--- src/rtl/brv32p_pkg.sv ---
// -----------------------------------------------------------------------------
// brv32p_pkg
// Shared types for the brv32p SoC fabric. This slice carries the AXI response
// encoding and the state set of the AXI4-Lite responder, plus a helper that
// maps a peripheral error bit onto an AXI response code.
// -----------------------------------------------------------------------------
package brv32p_pkg;

  typedef enum logic [1:0] {
    RESP_OKAY   = 2'b00,
    RESP_SLVERR = 2'b10
  } axi_resp_t;

  typedef enum logic [2:0] {
    ST_IDLE  = 3'd0,
    ST_WR    = 3'd1,
    ST_BRESP = 3'd2,
    ST_RD    = 3'd3,
    ST_RCAP  = 3'd4,
    ST_RRESP = 3'd5
  } axil_rsp_state_e;

  function automatic axi_resp_t err_to_resp(input logic err);
    return err ? RESP_SLVERR : RESP_OKAY;
  endfunction

endpackage

--- src/rtl/brv32p_axil_responder_if.sv ---
// -----------------------------------------------------------------------------
// brv32p_axil_responder_if
// AXI4-Lite channel bundle between an interconnect master and a peripheral
// responder. Five channels: AW (awvalid/awready/awaddr), W (wvalid/wready/
// wdata/wstrb), B (bvalid/bready/bresp), AR (arvalid/arready/araddr) and
// R (rvalid/rready/rdata/rresp).
//   master modport : drives the request channels and the B/R ready signals
//   slave  modport : drives the request readies and the B/R response channels
// -----------------------------------------------------------------------------
interface brv32p_axil_responder_if
  import brv32p_pkg::*;
#(
  parameter int ADDR_W = 12
);
  logic              awvalid;
  logic              awready;
  logic [ADDR_W-1:0] awaddr;
  logic              wvalid;
  logic              wready;
  logic [31:0]       wdata;
  logic [3:0]        wstrb;
  logic              bvalid;
  logic              bready;
  axi_resp_t         bresp;
  logic              arvalid;
  logic              arready;
  logic [ADDR_W-1:0] araddr;
  logic              rvalid;
  logic              rready;
  logic [31:0]       rdata;
  axi_resp_t         rresp;

  modport master (
    output awvalid, awaddr, wvalid, wdata, wstrb, bready, arvalid, araddr, rready,
    input  awready, wready, bvalid, bresp, arready, rvalid, rdata, rresp
  );

  modport slave (
    input  awvalid, awaddr, wvalid, wdata, wstrb, bready, arvalid, araddr, rready,
    output awready, wready, bvalid, bresp, arready, rvalid, rdata, rresp
  );
endinterface

--- src/rtl/brv32p_hold_reg.sv ---
// -----------------------------------------------------------------------------
// brv32p_hold_reg
// One-entry holding register for a valid/ready channel. The owner computes
// set = valid & ready (ready being !full) and clr when the entry is consumed.
//   clk, rst_n : clock, asynchronous active-low reset
//   set        : capture d and mark full
//   clr        : release the entry
//   d          : payload to capture
//   full       : entry occupied (channel ready is its inverse)
//   q          : held payload
// -----------------------------------------------------------------------------
module brv32p_hold_reg #(
  parameter int W = 8
) (
  input  logic         clk,
  input  logic         rst_n,
  input  logic         set,
  input  logic         clr,
  input  logic [W-1:0] d,
  output logic         full,
  output logic [W-1:0] q
);
  logic         full_d, full_q;
  logic [W-1:0] data_d, data_q;

  // set only fires while empty and clr only while full, so they never collide.
  always_comb begin
    // NOTE: every always_comb output gets a default first; a missing branch would otherwise infer a latch.
    full_d = full_q;
    data_d = data_q;
    if (set) begin
      full_d = 1'b1;
      data_d = d;
    end else if (clr) begin
      full_d = 1'b0;
    end
  end

  always_ff @(posedge clk or negedge rst_n) begin
    if (!rst_n) begin
      full_q <= 1'b0;
      // NOTE: the payload is reset as well; it is a single word, and a known value keeps reg_* outputs clean after reset.
      data_q <= '0;
    end else begin
      // NOTE: sequential state uses non-blocking assignments so every flop samples pre-edge values.
      full_q <= full_d;
      data_q <= data_d;
    end
  end

  assign full = full_q;
  assign q    = data_q;
endmodule

--- src/rtl/brv32p_axil_responder.sv ---
// -----------------------------------------------------------------------------
// brv32p_axil_responder
// AXI4-Lite subordinate that turns each AXI transaction into a single-cycle
// register-port access for a peripheral bank.
//   clk, rst_n : clock, asynchronous active-low reset
//   s          : AXI4-Lite slave port (AW/W/B/AR/R)
//   reg_wr_en  : one-cycle write strobe
//   reg_rd_en  : one-cycle read strobe
//   reg_addr   : word index (byte address bits [ADDR_W-1:2])
//   reg_wdata  : write data, reg_wstrb : byte strobes
//   reg_rdata  : read data, valid the cycle after reg_rd_en
//   reg_err    : peripheral error, sampled with reg_wr_en or with reg_rdata
// -----------------------------------------------------------------------------
module brv32p_axil_responder
  import brv32p_pkg::*;
#(
  parameter int ADDR_W = 12
) (
  input  logic                    clk,
  input  logic                    rst_n,
  brv32p_axil_responder_if.slave  s,
  output logic                    reg_wr_en,
  output logic                    reg_rd_en,
  output logic [ADDR_W-3:0]       reg_addr,
  output logic [31:0]             reg_wdata,
  output logic [3:0]              reg_wstrb,
  input  logic [31:0]             reg_rdata,
  input  logic                    reg_err
);
  localparam int IW = ADDR_W - 2;

  // ---- request holds -------------------------------------------------------
  logic          aw_full, w_full, ar_full;
  logic          aw_clr, w_clr, ar_clr;
  logic [IW-1:0] aw_idx, ar_idx;
  logic [35:0]   w_hold;

  brv32p_hold_reg #(.W(IW)) u_aw_hold (
    .clk(clk), .rst_n(rst_n), .set(s.awvalid & ~aw_full), .clr(aw_clr),
    .d(s.awaddr[ADDR_W-1:2]), .full(aw_full), .q(aw_idx)
  );

  brv32p_hold_reg #(.W(36)) u_w_hold (
    .clk(clk), .rst_n(rst_n), .set(s.wvalid & ~w_full), .clr(w_clr),
    .d({s.wstrb, s.wdata}), .full(w_full), .q(w_hold)
  );

  brv32p_hold_reg #(.W(IW)) u_ar_hold (
    .clk(clk), .rst_n(rst_n), .set(s.arvalid & ~ar_full), .clr(ar_clr),
    .d(s.araddr[ADDR_W-1:2]), .full(ar_full), .q(ar_idx)
  );

  assign s.awready = ~aw_full;
  assign s.wready  = ~w_full;
  assign s.arready = ~ar_full;

  // Byte-offset bits carry no meaning for word registers.
  logic unused_addr_lsbs;
  assign unused_addr_lsbs = ^{s.awaddr[1:0], s.araddr[1:0]};

  // ---- FSM, arbiter, issue and response registers --------------------------
  axil_rsp_state_e state_d, state_q;
  logic            last_was_write_d, last_was_write_q;
  logic [IW-1:0]   iss_addr_d, iss_addr_q;
  logic [31:0]     iss_wdata_d, iss_wdata_q;
  logic [3:0]      iss_wstrb_d, iss_wstrb_q;
  axi_resp_t       bresp_d, bresp_q;
  axi_resp_t       rresp_d, rresp_q;
  logic [31:0]     rdata_d, rdata_q;

  logic wr_ok, rd_ok, pick_wr;
  assign wr_ok = aw_full & w_full;
  assign rd_ok = ar_full;
  // Write wins unless the previous contended decision already went to a write.
  assign pick_wr = wr_ok & (~rd_ok | ~last_was_write_q);

  always_comb begin
    state_d          = state_q;
    last_was_write_d = last_was_write_q;
    iss_addr_d       = iss_addr_q;
    iss_wdata_d      = iss_wdata_q;
    iss_wstrb_d      = iss_wstrb_q;
    bresp_d          = bresp_q;
    rresp_d          = rresp_q;
    rdata_d          = rdata_q;
    aw_clr           = 1'b0;
    w_clr            = 1'b0;
    ar_clr           = 1'b0;
    case (state_q)
      ST_IDLE: begin
        // The priority flag only moves when both directions were contending,
        // so an uncontested access never steals the other side's next turn.
        if (pick_wr) begin
          state_d     = ST_WR;
          aw_clr      = 1'b1;
          w_clr       = 1'b1;
          iss_addr_d  = aw_idx;
          iss_wdata_d = w_hold[31:0];
          iss_wstrb_d = w_hold[35:32];
          if (rd_ok) last_was_write_d = 1'b1;
        end else if (rd_ok) begin
          state_d    = ST_RD;
          ar_clr     = 1'b1;
          iss_addr_d = ar_idx;
          if (wr_ok) last_was_write_d = 1'b0;
        end
      end
      ST_WR: begin
        // No strobes means no register access, hence nothing can fail.
        bresp_d = (iss_wstrb_q != 4'b0000) ? err_to_resp(reg_err) : RESP_OKAY;
        state_d = ST_BRESP;
      end
      ST_BRESP: if (s.bready) state_d = ST_IDLE;
      ST_RD:    state_d = ST_RCAP;
      ST_RCAP: begin
        rdata_d = reg_rdata;
        rresp_d = err_to_resp(reg_err);
        state_d = ST_RRESP;
      end
      ST_RRESP: if (s.rready) state_d = ST_IDLE;
      default:  state_d = ST_IDLE;
    endcase
  end

  always_ff @(posedge clk or negedge rst_n) begin
    if (!rst_n) begin
      state_q          <= ST_IDLE;
      last_was_write_q <= 1'b0;
      iss_addr_q       <= '0;
      iss_wdata_q      <= '0;
      iss_wstrb_q      <= '0;
      bresp_q          <= RESP_OKAY;
      rresp_q          <= RESP_OKAY;
      rdata_q          <= '0;
    end else begin
      state_q          <= state_d;
      last_was_write_q <= last_was_write_d;
      iss_addr_q       <= iss_addr_d;
      iss_wdata_q      <= iss_wdata_d;
      iss_wstrb_q      <= iss_wstrb_d;
      bresp_q          <= bresp_d;
      rresp_q          <= rresp_d;
      rdata_q          <= rdata_d;
    end
  end

  // Strobes decode straight from the state flop, so an asynchronous reset
  // kills them immediately and no partial access can follow.
  assign reg_wr_en = (state_q == ST_WR) && (iss_wstrb_q != 4'b0000);
  assign reg_rd_en = (state_q == ST_RD);
  assign reg_addr  = iss_addr_q;
  assign reg_wdata = iss_wdata_q;
  assign reg_wstrb = iss_wstrb_q;

  assign s.bvalid = (state_q == ST_BRESP);
  assign s.bresp  = bresp_q;
  assign s.rvalid = (state_q == ST_RRESP);
  assign s.rdata  = rdata_q;
  assign s.rresp  = rresp_q;
endmodule

--- src/flat_wrapper.sv ---
// flat-port wrapper written by rule: the top's interface ports become plain ports
module brv32p_axil_responder_flat import brv32p_pkg::*;
#(
  parameter int ADDR_W = 12
)
  (clk, rst_n, reg_wr_en, reg_rd_en, reg_addr, reg_wdata, reg_wstrb, reg_rdata, reg_err, s_awvalid, s_awaddr, s_wvalid, s_wdata, s_wstrb, s_bready, s_arvalid, s_araddr, s_rready, s_awready, s_wready, s_bvalid, s_bresp, s_arready, s_rvalid, s_rdata, s_rresp);
  brv32p_axil_responder_if #(.ADDR_W(ADDR_W)) s_i ();
  input  logic clk;
  input  logic rst_n;
  output logic reg_wr_en;
  output logic reg_rd_en;
  output logic [ADDR_W-3:0] reg_addr;
  output logic [31:0] reg_wdata;
  output logic [3:0] reg_wstrb;
  input  logic [31:0] reg_rdata;
  input  logic reg_err;
  input wire logic [$bits(s_i.awvalid)-1:0] s_awvalid;
  input wire logic [$bits(s_i.awaddr)-1:0] s_awaddr;
  input wire logic [$bits(s_i.wvalid)-1:0] s_wvalid;
  input wire logic [$bits(s_i.wdata)-1:0] s_wdata;
  input wire logic [$bits(s_i.wstrb)-1:0] s_wstrb;
  input wire logic [$bits(s_i.bready)-1:0] s_bready;
  input wire logic [$bits(s_i.arvalid)-1:0] s_arvalid;
  input wire logic [$bits(s_i.araddr)-1:0] s_araddr;
  input wire logic [$bits(s_i.rready)-1:0] s_rready;
  output wire logic [$bits(s_i.awready)-1:0] s_awready;
  output wire logic [$bits(s_i.wready)-1:0] s_wready;
  output wire logic [$bits(s_i.bvalid)-1:0] s_bvalid;
  output wire logic [$bits(s_i.bresp)-1:0] s_bresp;
  output wire logic [$bits(s_i.arready)-1:0] s_arready;
  output wire logic [$bits(s_i.rvalid)-1:0] s_rvalid;
  output wire logic [$bits(s_i.rdata)-1:0] s_rdata;
  output wire logic [$bits(s_i.rresp)-1:0] s_rresp;
  assign s_i.awvalid = s_awvalid;
  assign s_i.awaddr = s_awaddr;
  assign s_i.wvalid = s_wvalid;
  assign s_i.wdata = s_wdata;
  assign s_i.wstrb = s_wstrb;
  assign s_i.bready = s_bready;
  assign s_i.arvalid = s_arvalid;
  assign s_i.araddr = s_araddr;
  assign s_i.rready = s_rready;
  assign s_awready = s_i.awready;
  assign s_wready = s_i.wready;
  assign s_bvalid = s_i.bvalid;
  assign s_bresp = s_i.bresp;
  assign s_arready = s_i.arready;
  assign s_rvalid = s_i.rvalid;
  assign s_rdata = s_i.rdata;
  assign s_rresp = s_i.rresp;
  brv32p_axil_responder #(.ADDR_W(ADDR_W)) u_core (.clk(clk), .rst_n(rst_n), .s(s_i), .reg_wr_en(reg_wr_en), .reg_rd_en(reg_rd_en), .reg_addr(reg_addr), .reg_wdata(reg_wdata), .reg_wstrb(reg_wstrb), .reg_rdata(reg_rdata), .reg_err(reg_err));
endmodule
--- config.mk ---
export PLATFORM = sky130hd
export DESIGN_NAME = brv32p_axil_responder_flat
export DESIGN_NICKNAME = d
export VERILOG_FILES = /design/src/rtl/brv32p_pkg.sv /design/src/rtl/brv32p_axil_responder_if.sv /design/src/rtl/brv32p_hold_reg.sv /design/src/rtl/brv32p_axil_responder.sv /design/src/flat_wrapper.sv
export SDC_FILE = /design/constraint.sdc
export NUM_CORES = 1
export LEC_CHECK = 0
export CORE_MARGIN = 2
export CORE_UTILIZATION = 49
export DETAILED_ROUTE_END_ITERATION = 12
export GPL_TIMING_DRIVEN = 1
export PLACE_DENSITY = 0.92
export SYNTH_ARGS = -nofsm -noshare
export SYNTH_HDL_FRONTEND = slang
export SYNTH_SLANG_ARGS = --single-unit
export TNS_END_PERCENT = 10
--- constraint.sdc ---
create_clock -name clk -period 5.2 [get_ports clk]
set_clock_uncertainty 0.1 [all_clocks]
set_input_delay 1.04 -clock clk [delete_from_list [all_inputs] [get_ports clk]]
set_output_delay 1.04 -clock clk [all_outputs]
set_load 0.05 [all_outputs]
==> results of run 1 <==
## power by group through the flow
stage	Clock [W]	Combinational, W	Sequential [W]
6_report	0.00128	0.00321	0.00206
5_1_grt	0.00135	0.00335	0.00213
4_1_cts	0.00130	0.00324	0.00206
3_5_place_dp	0	0.00322	0.00207
3_3_place_gp	0	0.00313	0.00201
2_1_floorplan	0	0.00118	0.00307
## logic make-up (layout without fill, tap and decap cells)
| logic type | after synthesis | after routing | synth area share |
|---|---|---|---|
| DFF | 143 | 143 | 0.630 |
| muxes | 125 | 125 | 0.260 |
| AOI/OAI and AO/OA | 42 | 42 | 0.0434 |
| and+or+nand+nor | 32 | 32 | 0.0352 |
| buffers and inverters | 28 | 220 | 0.0302 |
| other | 1 | 2 | 0.000660 |
| xor gates and xnor gates | 1 | 1 | 0.00154 |
## Yosys cell counts (all sizes together)
library cell	count
nor2	2
a22o	1
or3b	1
nand2b	1
and2	3
a21o	2
inv	3
conb	1
nor3	1
xnor2	1
o21ai	12
nor2b	3
mux2	125
a21oi	11
a211oi	1
and3b	2
a31oi	10
o21a	3
nor3b	2
nand3	12
clkbuf	8
dfrtp	143
buf	17
nor4	1
o21bai	2
nand2	4
## state kept, by name, indices dropped and copies added (netlist names)
signal / flops
u_core.u_w_hold.q: 36
u_core.reg_wdata: 32
u_core.s.rdata: 32
u_core.reg_addr: 10
u_core.u_ar_hold.q: 10
u_core.u_aw_hold.q: 10
u_core.reg_wstrb: 4
u_core.state_q: 3
u_core.last_was_write_q: 1
u_core.s.bresp: 1
u_core.s.rresp: 1
u_core.u_ar_hold.full: 1
u_core.u_aw_hold.full: 1
u_core.u_w_hold.full: 1
## final cells by class
type / count / area [um^2] / area share
Tap cell: 143 / 179 / 0.0218
Clock inverter: 11 / 161 / 0.0197
Sequential cell: 143 / 3580 / 0.437
Clock buffer: 21 / 470 / 0.0574
Inverter: 3 / 11.3 / 0.00137
Multi-Input combinational cell: 202 / 1950 / 0.238
Timing Repair Buffer: 185 / 1850 / 0.225
## per-stage QoR
stage          instances  cell area, um^2  hold slack [ns]  setup WS, ns
2_1_floorplan        373             5690            0.374          2.38
3_3_place_gp         676             7570            0.384          2.03
3_5_place_dp         676             7570            0.389          2.01
4_1_cts              708             8200            0.406          1.50
5_1_grt              708             8200            0.412          1.41
6_report             708             8200            0.401          1.54
## per-layer routing
metal / track usage / share of wire
met3: 0.0599 / 0.055
met2: 0.377 / 0.53
met4: 0.0798 / 0.022
met1: 0.250 / 0.39
met5: 0 / 0
## worst paths after layout
kind / endpoint / slack [ns] / cells past startpoint
hold reg to reg: u_core.u_ar_hold.q[4] / 0.40 / 1
min in group asynchronous: u_core.reg_wdata[16] / 0.62 / 1
max in group asynchronous: u_core.reg_wdata[5] / 3.26 / 2
setup reg to reg: u_core.reg_wdata[20] / 3.07 / 4
setup / recovery: reg_wr_en / 1.54 / 3
hold / removal: u_core.u_ar_hold.q[4] / 0.40 / 1
## worst max-delay path: cells and delay by family (launching register included)
family | cells | cell delay (ns)
buf+inv | 1 | 0.86
flops | 1 | 0.57
simple gates | 2 | 0.69
## placed cells by master (no fill, tap or decap), types with 3 or more instances in the layout
cell,Yosys,final
sky130_fd_sc_hd__clkdlybuf4s50_1,0,181
sky130_fd_sc_hd__dfrtp_1,143,143
sky130_fd_sc_hd__mux2_2,107,107
sky130_fd_sc_hd__mux2_4,18,18
sky130_fd_sc_hd__clkbuf_16,0,17
sky130_fd_sc_hd__o21ai_0,12,12
sky130_fd_sc_hd__nand3_1,11,11
sky130_fd_sc_hd__a21oi_1,11,11
sky130_fd_sc_hd__a31oi_1,10,10
sky130_fd_sc_hd__clkinv_2,0,5
sky130_fd_sc_hd__nand2_1,4,4
sky130_fd_sc_hd__bufinv_16,0,4
sky130_fd_sc_hd__inv_1,3,3
sky130_fd_sc_hd__and2_1,3,3
sky130_fd_sc_hd__o21a_1,3,3
sky130_fd_sc_hd__clkbuf_8,0,3
sky130_fd_sc_hd__buf_4,3,3
==> metrics.txt, run 1 <==
# TYPE chip_impl_metric gauge
chip_impl_metric{name="fin_tns_setup",unit="ns"} 0
chip_impl_metric{name="die-height",unit="um"} 112
chip_impl_metric{name="seq_cells_post_synth",unit=""} 143
chip_impl_info{name="worst_setup_path_startpoint",value="u_core.state_q[0]"} 1
chip_impl_info{name="run_status",value="finished, final reports clean"} 1
chip_impl_metric{name="initial_core_util",unit=""} 0.500
chip_impl_metric{name="critical-path-max-stage-delay",unit="ns"} 0.86
chip_impl_metric{name="power",unit="W"} 0.00654
chip_impl_metric{name="p_clk_frac",unit=""} 0.195
chip_impl_metric{name="design.portCount",unit=""} 189
chip_impl_metric{name="netlist-cell-type-count",unit=""} 31
chip_impl_metric{name="timing.max_slew.rel_slack",unit=""} 0.306
chip_impl_info{name="timing.setup.critical_path_class",value="register to output pin"} 1
chip_impl_metric{name="power_frac_seq",unit=""} 0.314
chip_impl_metric{name="num_antenna_cells",unit=""} 0
chip_impl_metric{name="detailedPlacementHpwl",unit="mm"} 9.05
chip_impl_metric{name="core_region_area",unit="um^2"} 11400
chip_impl_metric{name="seq_area_frac_synth",unit=""} 0.630
chip_impl_metric{name="cellLeakagePower",unit="nW"} 3.47
chip_impl_metric{name="timing_max_transition_violations_final",unit=""} 0
chip_impl_metric{name="detailroute.via_count",unit=""} 3707
chip_impl_metric{name="globalRoute.totalOverflow",unit=""} 0
chip_impl_metric{name="clkLatencyLatePin",unit="ns"} 0.41
chip_impl_metric{name="syn2layout_area_growth",unit="%"} 44.2
chip_impl_metric{name="htree_levels",unit=""} 4
chip_impl_info{name="timing.critical_path.slowest_stage_cell",value="sky130_fd_sc_hd__clkdlybuf4s50_1"} 1
chip_impl_metric{name="grt_antenna_before_repair",unit=""} 0
chip_impl_metric{name="synth_warnings",unit=""} 0
chip_impl_metric{name="power.combinational.fraction",unit=""} 0.490
chip_impl_metric{name="area_fraction_of_the_dominant_cell_type_after_synthesis",unit=""} 0.630
chip_impl_metric{name="cts_inserted_buffers",unit=""} 17
chip_impl_metric{name="largest_net_degree_at_the_start_of_global_routing",unit=""} 104
chip_impl_info{name="rr_startpoint",value="u_core.state_q[1]"} 1
chip_impl_metric{name="io_buffer_count",unit=""} 182
chip_impl_metric{name="worstMarginPinSlew",unit="ns"} 1.04
chip_impl_metric{name="internal-power",unit="W"} 0.00385
chip_impl_info{name="setup_repair_after_global_routing_missed_its_margin",value="false"} 1
chip_impl_metric{name="cts.hold.buffers_added",unit=""} 0
chip_impl_metric{name="timing.critical_path.required",unit="ns"} 4.06
chip_impl_metric{name="global_route_wire_length_before_repair",unit="mm"} 20.8
chip_impl_metric{name="nets",unit=""} 652
chip_impl_metric{name="place_congestion",unit=""} 0.861
chip_impl_metric{name="pwrdens",unit="nW/um^2"} 798
chip_impl_info{name="ctsRootBufferMaster",value="sky130_fd_sc_hd__clkbuf_16"} 1
chip_impl_metric{name="final_util",unit=""} 0.721
chip_impl_metric{name="syn_inst",unit=""} 372
chip_impl_metric{name="post_synth_instance_area",unit="um^2"} 5680
chip_impl_metric{name="grt_usage",unit=""} 0.214
chip_impl_metric{name="die_w",unit="um"} 112
chip_impl_metric{name="maxCapViolations",unit=""} 0
chip_impl_info{name="path_cells",value="or3b_2 -> nor2_1 -> clkdlybuf4s50_1"} 1
chip_impl_metric{name="route.antenna.remaining_nets",unit=""} 0
chip_impl_metric{name="wl_per_cell",unit="um"} 18.2
chip_impl_metric{name="timing.final.setup_violations",unit=""} 0
chip_impl_metric{name="p_sw",unit="W"} 0.00269
chip_impl_metric{name="route.final.wire_length",unit="mm"} 12.9
chip_impl_metric{name="die_area",unit="um^2"} 12500
chip_impl_metric{name="number_of_buffers_on_the_longest_clock_path",unit=""} 2
chip_impl_metric{name="routed_via_density",unit=""} 5.24
chip_impl_metric{name="hold_violations",unit=""} 0
chip_impl_metric{name="route.detailed.drc",unit=""} 0
chip_impl_metric{name="cts.sinks",unit=""} 143
chip_impl_metric{name="worst_ir_drop_vdd",unit="V"} 0.000556
chip_impl_info{name="critPathCaptureType",value="output pin"} 1
chip_impl_info{name="netlist.top_cell.by_area",value="sky130_fd_sc_hd__dfrtp_1"} 1
chip_impl_metric{name="cts.reportedPaths.clkPinSlew",unit="ns"} 0.06
chip_impl_info{name="synth.area.top_cells",value="sky130_fd_sc_hd__dfrtp_1 63%, sky130_fd_sc_hd__mux2_2 21%, sky130_fd_sc_hd__mux2_4 4.8%, sky130_fd_sc_hd__buf_6 1.2%, sky130_fd_sc_hd__a31oi_1 1.1%"} 1
chip_impl_metric{name="post-cts-setup-buffer-count",unit=""} 0
chip_impl_metric{name="drtIter0Drc",unit=""} 201
chip_impl_metric{name="arrival",unit="ns"} 2.52
chip_impl_metric{name="drtPass1Iterations",unit=""} 4
chip_impl_metric{name="power_switching_share",unit=""} 0.411
chip_impl_metric{name="num-fill-cells",unit=""} 714
chip_impl_info{name="min_from",value="u_core.u_ar_hold.q[4]"} 1
chip_impl_metric{name="worstPathMaxFanout",unit=""} 10
chip_impl_metric{name="post_route_cells_drive_above_1_share",unit=""} 0.292
chip_impl_info{name="setup.worst_path.start_class",value="register"} 1
chip_impl_info{name="min-delay-path-class",value="register to register"} 1
chip_impl_metric{name="post_cts_resized",unit=""} 0
chip_impl_metric{name="clock.fmax",unit="GHz"} 0.273
chip_impl_metric{name="via_count_of_the_first_global_routing_pass",unit=""} 4090
chip_impl_metric{name="timing.final.crit_share",unit=""} 0.704
chip_impl_metric{name="syn_area_per_cell",unit="um^2"} 15.3
chip_impl_metric{name="finalCriticalPeriod",unit="ns"} 3.66
chip_impl_info{name="cts_tree",value="built"} 1
chip_impl_metric{name="floorplan.rows",unit=""} 39
No activity file was read; power rests on OpenSTA's default activity.
==> run 2: changes to the inputs <==
Settings changed: CORE_UTILIZATION 49 to 46, PLACE_DENSITY 0.92 to 0.87.
Clock period 5.2 ns to 3.72 ns, I/O delays scaled along.
==> run 2 against run 1 <==
Effect of this change:
- cell area rose by 0.47%
- sequential share of layout area is 0.21 points lower
- clock-buffer cell count fell by 3
- register-to-register slack worse by 2.2 ns
- power grew 39%
- non-clock buffer count is 3 higher
- first-iteration DRC count shrank 7.5%
- largest power group unchanged
- global-route usage down 1.4 points
- worst setup slack lost 1.2 ns
- combinational power is 40% higher
- critical path depth unchanged
==> metrics.txt, run 2 (synthesized netlist as in run 1, its figures left out) <==
# TYPE chip_impl_metric gauge
chip_impl_info{name="critical_path.reg2reg.endpoint",value="u_core.reg_wdata[14]"} 1
chip_impl_metric{name="route.final.wire_length",unit="mm"} 12.7
chip_impl_metric{name="clock.fmax",unit="GHz"} 0.298
chip_impl_info{name="layout_common_cells",value="181 x sky130_fd_sc_hd__clkdlybuf4s50_1, 143 x sky130_fd_sc_hd__dfrtp_1, 107 x sky130_fd_sc_hd__mux2_2"} 1
chip_impl_metric{name="p_clk_frac",unit=""} 0.189
chip_impl_metric{name="globalRoute.totalOverflow",unit=""} 0
chip_impl_metric{name="cellLeakagePower",unit="nW"} 3.46
chip_impl_metric{name="detailedPlacementHpwl",unit="mm"} 8.87
chip_impl_info{name="critPathCaptureType",value="output pin"} 1
chip_impl_metric{name="hold_violations",unit=""} 0
chip_impl_metric{name="syn2layout_area_growth",unit="%"} 44.9
chip_impl_metric{name="hold_slack",unit="ns"} 0.174
chip_impl_metric{name="timing.final.crit_share",unit=""} 0.903
chip_impl_metric{name="power_frac_seq",unit=""} 0.315
chip_impl_metric{name="number_of_buffers_on_the_longest_clock_path",unit=""} 2
chip_impl_metric{name="timing_max_transition_violations_final",unit=""} 0
chip_impl_metric{name="cts.hold.buffers_added",unit=""} 0
chip_impl_info{name="ctsRootBufferMaster",value="sky130_fd_sc_hd__clkbuf_16"} 1
chip_impl_info{name="rr_startpoint",value="u_core.state_q[1]"} 1
chip_impl_info{name="setup_repair_after_global_routing_missed_its_margin",value="false"} 1
chip_impl_info{name="cts_tree",value="built"} 1
chip_impl_metric{name="io_buffer_count",unit=""} 182
chip_impl_metric{name="die-height",unit="um"} 115
chip_impl_metric{name="pwrdens",unit="nW/um^2"} 1100
chip_impl_metric{name="p_sw",unit="W"} 0.00376
chip_impl_metric{name="worstPathMaxFanout",unit=""} 10
chip_impl_metric{name="clkLatencyLatePin",unit="ns"} 0.42
chip_impl_info{name="layout.cells.most_common",value="sky130_fd_sc_hd__clkdlybuf4s50_1"} 1
chip_impl_metric{name="grtUsageMet2",unit=""} 0.344
chip_impl_metric{name="worst_r2r_path_depth",unit=""} 4
chip_impl_metric{name="initial_core_util",unit=""} 0.471
chip_impl_metric{name="worstMarginPinSlew",unit="ns"} 0.930
chip_impl_info{name="setup.worst_path.start_class",value="register"} 1
chip_impl_metric{name="power_switching_share",unit=""} 0.415
chip_impl_metric{name="timing.final.setup_violations",unit=""} 0
chip_impl_metric{name="detailroute.via_count",unit=""} 3674
chip_impl_metric{name="cts_inserted_buffers",unit=""} 17
chip_impl_metric{name="cts.reportedPaths.clkPinSlew",unit="ns"} 0.06
chip_impl_info{name="grt_peak_use_layer",value="met2"} 1
chip_impl_metric{name="cts.sinks",unit=""} 143
chip_impl_metric{name="wl_per_cell",unit="um"} 17.3
chip_impl_metric{name="die_area",unit="um^2"} 13300
chip_impl_metric{name="timing.reg2reg.setup_slack",unit="ns"} 0.85
chip_impl_metric{name="routed_via_density",unit=""} 4.99
chip_impl_info{name="timing.setup.critical_path_class",value="register to output pin"} 1
chip_impl_info{name="min-delay-path-class",value="primary input to async pin"} 1
chip_impl_metric{name="timing.critical_path.required",unit="ns"} 2.88
chip_impl_metric{name="arrival",unit="ns"} 2.52
chip_impl_metric{name="worst_ir_drop_vdd",unit="V"} 0.000621
chip_impl_metric{name="drtIter0Drc",unit=""} 186
chip_impl_metric{name="design.portCount",unit=""} 189
chip_impl_metric{name="die_w",unit="um"} 115
chip_impl_metric{name="fin_tns_setup",unit="ns"} 0
chip_impl_metric{name="maxCapViolations",unit=""} 0
chip_impl_metric{name="final_util",unit=""} 0.683
chip_impl_metric{name="finalCriticalPeriod",unit="ns"} 3.36
chip_impl_metric{name="core_region_area",unit="um^2"} 12100
chip_impl_metric{name="post_cts_resized",unit=""} 0
chip_impl_metric{name="drtPass1Iterations",unit=""} 4
chip_impl_metric{name="largest_net_degree_at_the_start_of_global_routing",unit=""} 90
chip_impl_metric{name="num_antenna_cells",unit=""} 0
chip_impl_metric{name="largest_register_ffs",unit=""} 36
chip_impl_metric{name="post_route_cells_drive_above_1_share",unit=""} 0.298
chip_impl_metric{name="floorplan.rows",unit=""} 40
chip_impl_metric{name="htree_levels",unit=""} 4
chip_impl_metric{name="grt_usage",unit=""} 0.201
chip_impl_metric{name="nets",unit=""} 655
chip_impl_metric{name="via_count_of_the_first_global_routing_pass",unit=""} 3859
chip_impl_metric{name="route.detailed.drc",unit=""} 0
chip_impl_metric{name="route.antenna.remaining_nets",unit=""} 0
chip_impl_metric{name="grt_antenna_before_repair",unit=""} 0
chip_impl_metric{name="global_route_wire_length_before_repair",unit="mm"} 20.1
chip_impl_info{name="run_status",value="finished, final reports clean"} 1
chip_impl_metric{name="timing.max_slew.rel_slack",unit=""} 0.379
chip_impl_metric{name="power.combinational.fraction",unit=""} 0.496
chip_impl_metric{name="post-cts-setup-buffer-count",unit=""} 0
chip_impl_metric{name="place_congestion",unit=""} 0.850
chip_impl_metric{name="internal-power",unit="W"} 0.00530
chip_impl_metric{name="grt_util_met1",unit=""} 0.245
chip_impl_metric{name="global_route.usage.met3",unit=""} 0.0506
## run 2: worst max path at each step
| stage | startpoint | endpoint | slack, ns | depth (start not counted) |
|---|---|---|---|---|
| after floorplan | u_core.state_q[0] | s_bvalid | 1.19 | 2 |
| after global placement | u_core.state_q[0] | reg_wr_en | 0.85 | 3 |
| after detailed placement | u_core.state_q[0] | reg_wr_en | 0.82 | 3 |
| after CTS | u_core.state_q[0] | reg_wr_en | 0.35 | 3 |
| after global routing | u_core.state_q[0] | reg_wr_en | 0.27 | 3 |
| final | u_core.state_q[0] | reg_wr_en | 0.36 | 3 |
## run 2: metal layers
layer,up-vias,share of wire
met5,-,0
met4,0,0.022
met3,26,0.048
met2,120,0.51
met1,1848,0.42
li1,1680,-
## run 2: power by group through the flow
stage | Clock [W] | Sequential, W | Combinational, W
floorplan | 0 | 0.00429 | 0.00164
global placement | 0 | 0.00281 | 0.00442
global route | 0.00182 | 0.00296 | 0.00472
finish | 0.00172 | 0.00285 | 0.00449
CTS | 0.00175 | 0.00286 | 0.00454
detailed placement | 0 | 0.00288 | 0.00452
## run 2: worst max-delay path: stages (launching register included)
cell and delay, ns:
sky130_fd_sc_hd__dfrtp_1 0.58, sky130_fd_sc_hd__or3b_2 0.52, sky130_fd_sc_hd__nor2_1 0.15, sky130_fd_sc_hd__clkdlybuf4s50_1 0.85
## run 2: layout make-up
type                       instances  area [um^2]
tap                              168          210
timing repair buffer             188         1880
inverter                           3         11.3
fill                             877         3820
clock buffer                      18          439
multi-input combinational        202         1950
clock inverter                    14          165
sequential                       143         3580
## run 2: per-stage QoR
step | cells | instance area (um^2) | total power [W] | worst slack (ns)
after floorplan | 373 | 5690 | 0.00594 | 1.19
after global routing | 736 | 8240 | 0.00949 | 0.268
final | 736 | 8240 | 0.00906 | 0.361
after detailed placement | 704 | 7630 | 0.00740 | 0.819
after global placement | 704 | 7630 | 0.00724 | 0.854
after CTS | 736 | 8240 | 0.00915 | 0.352
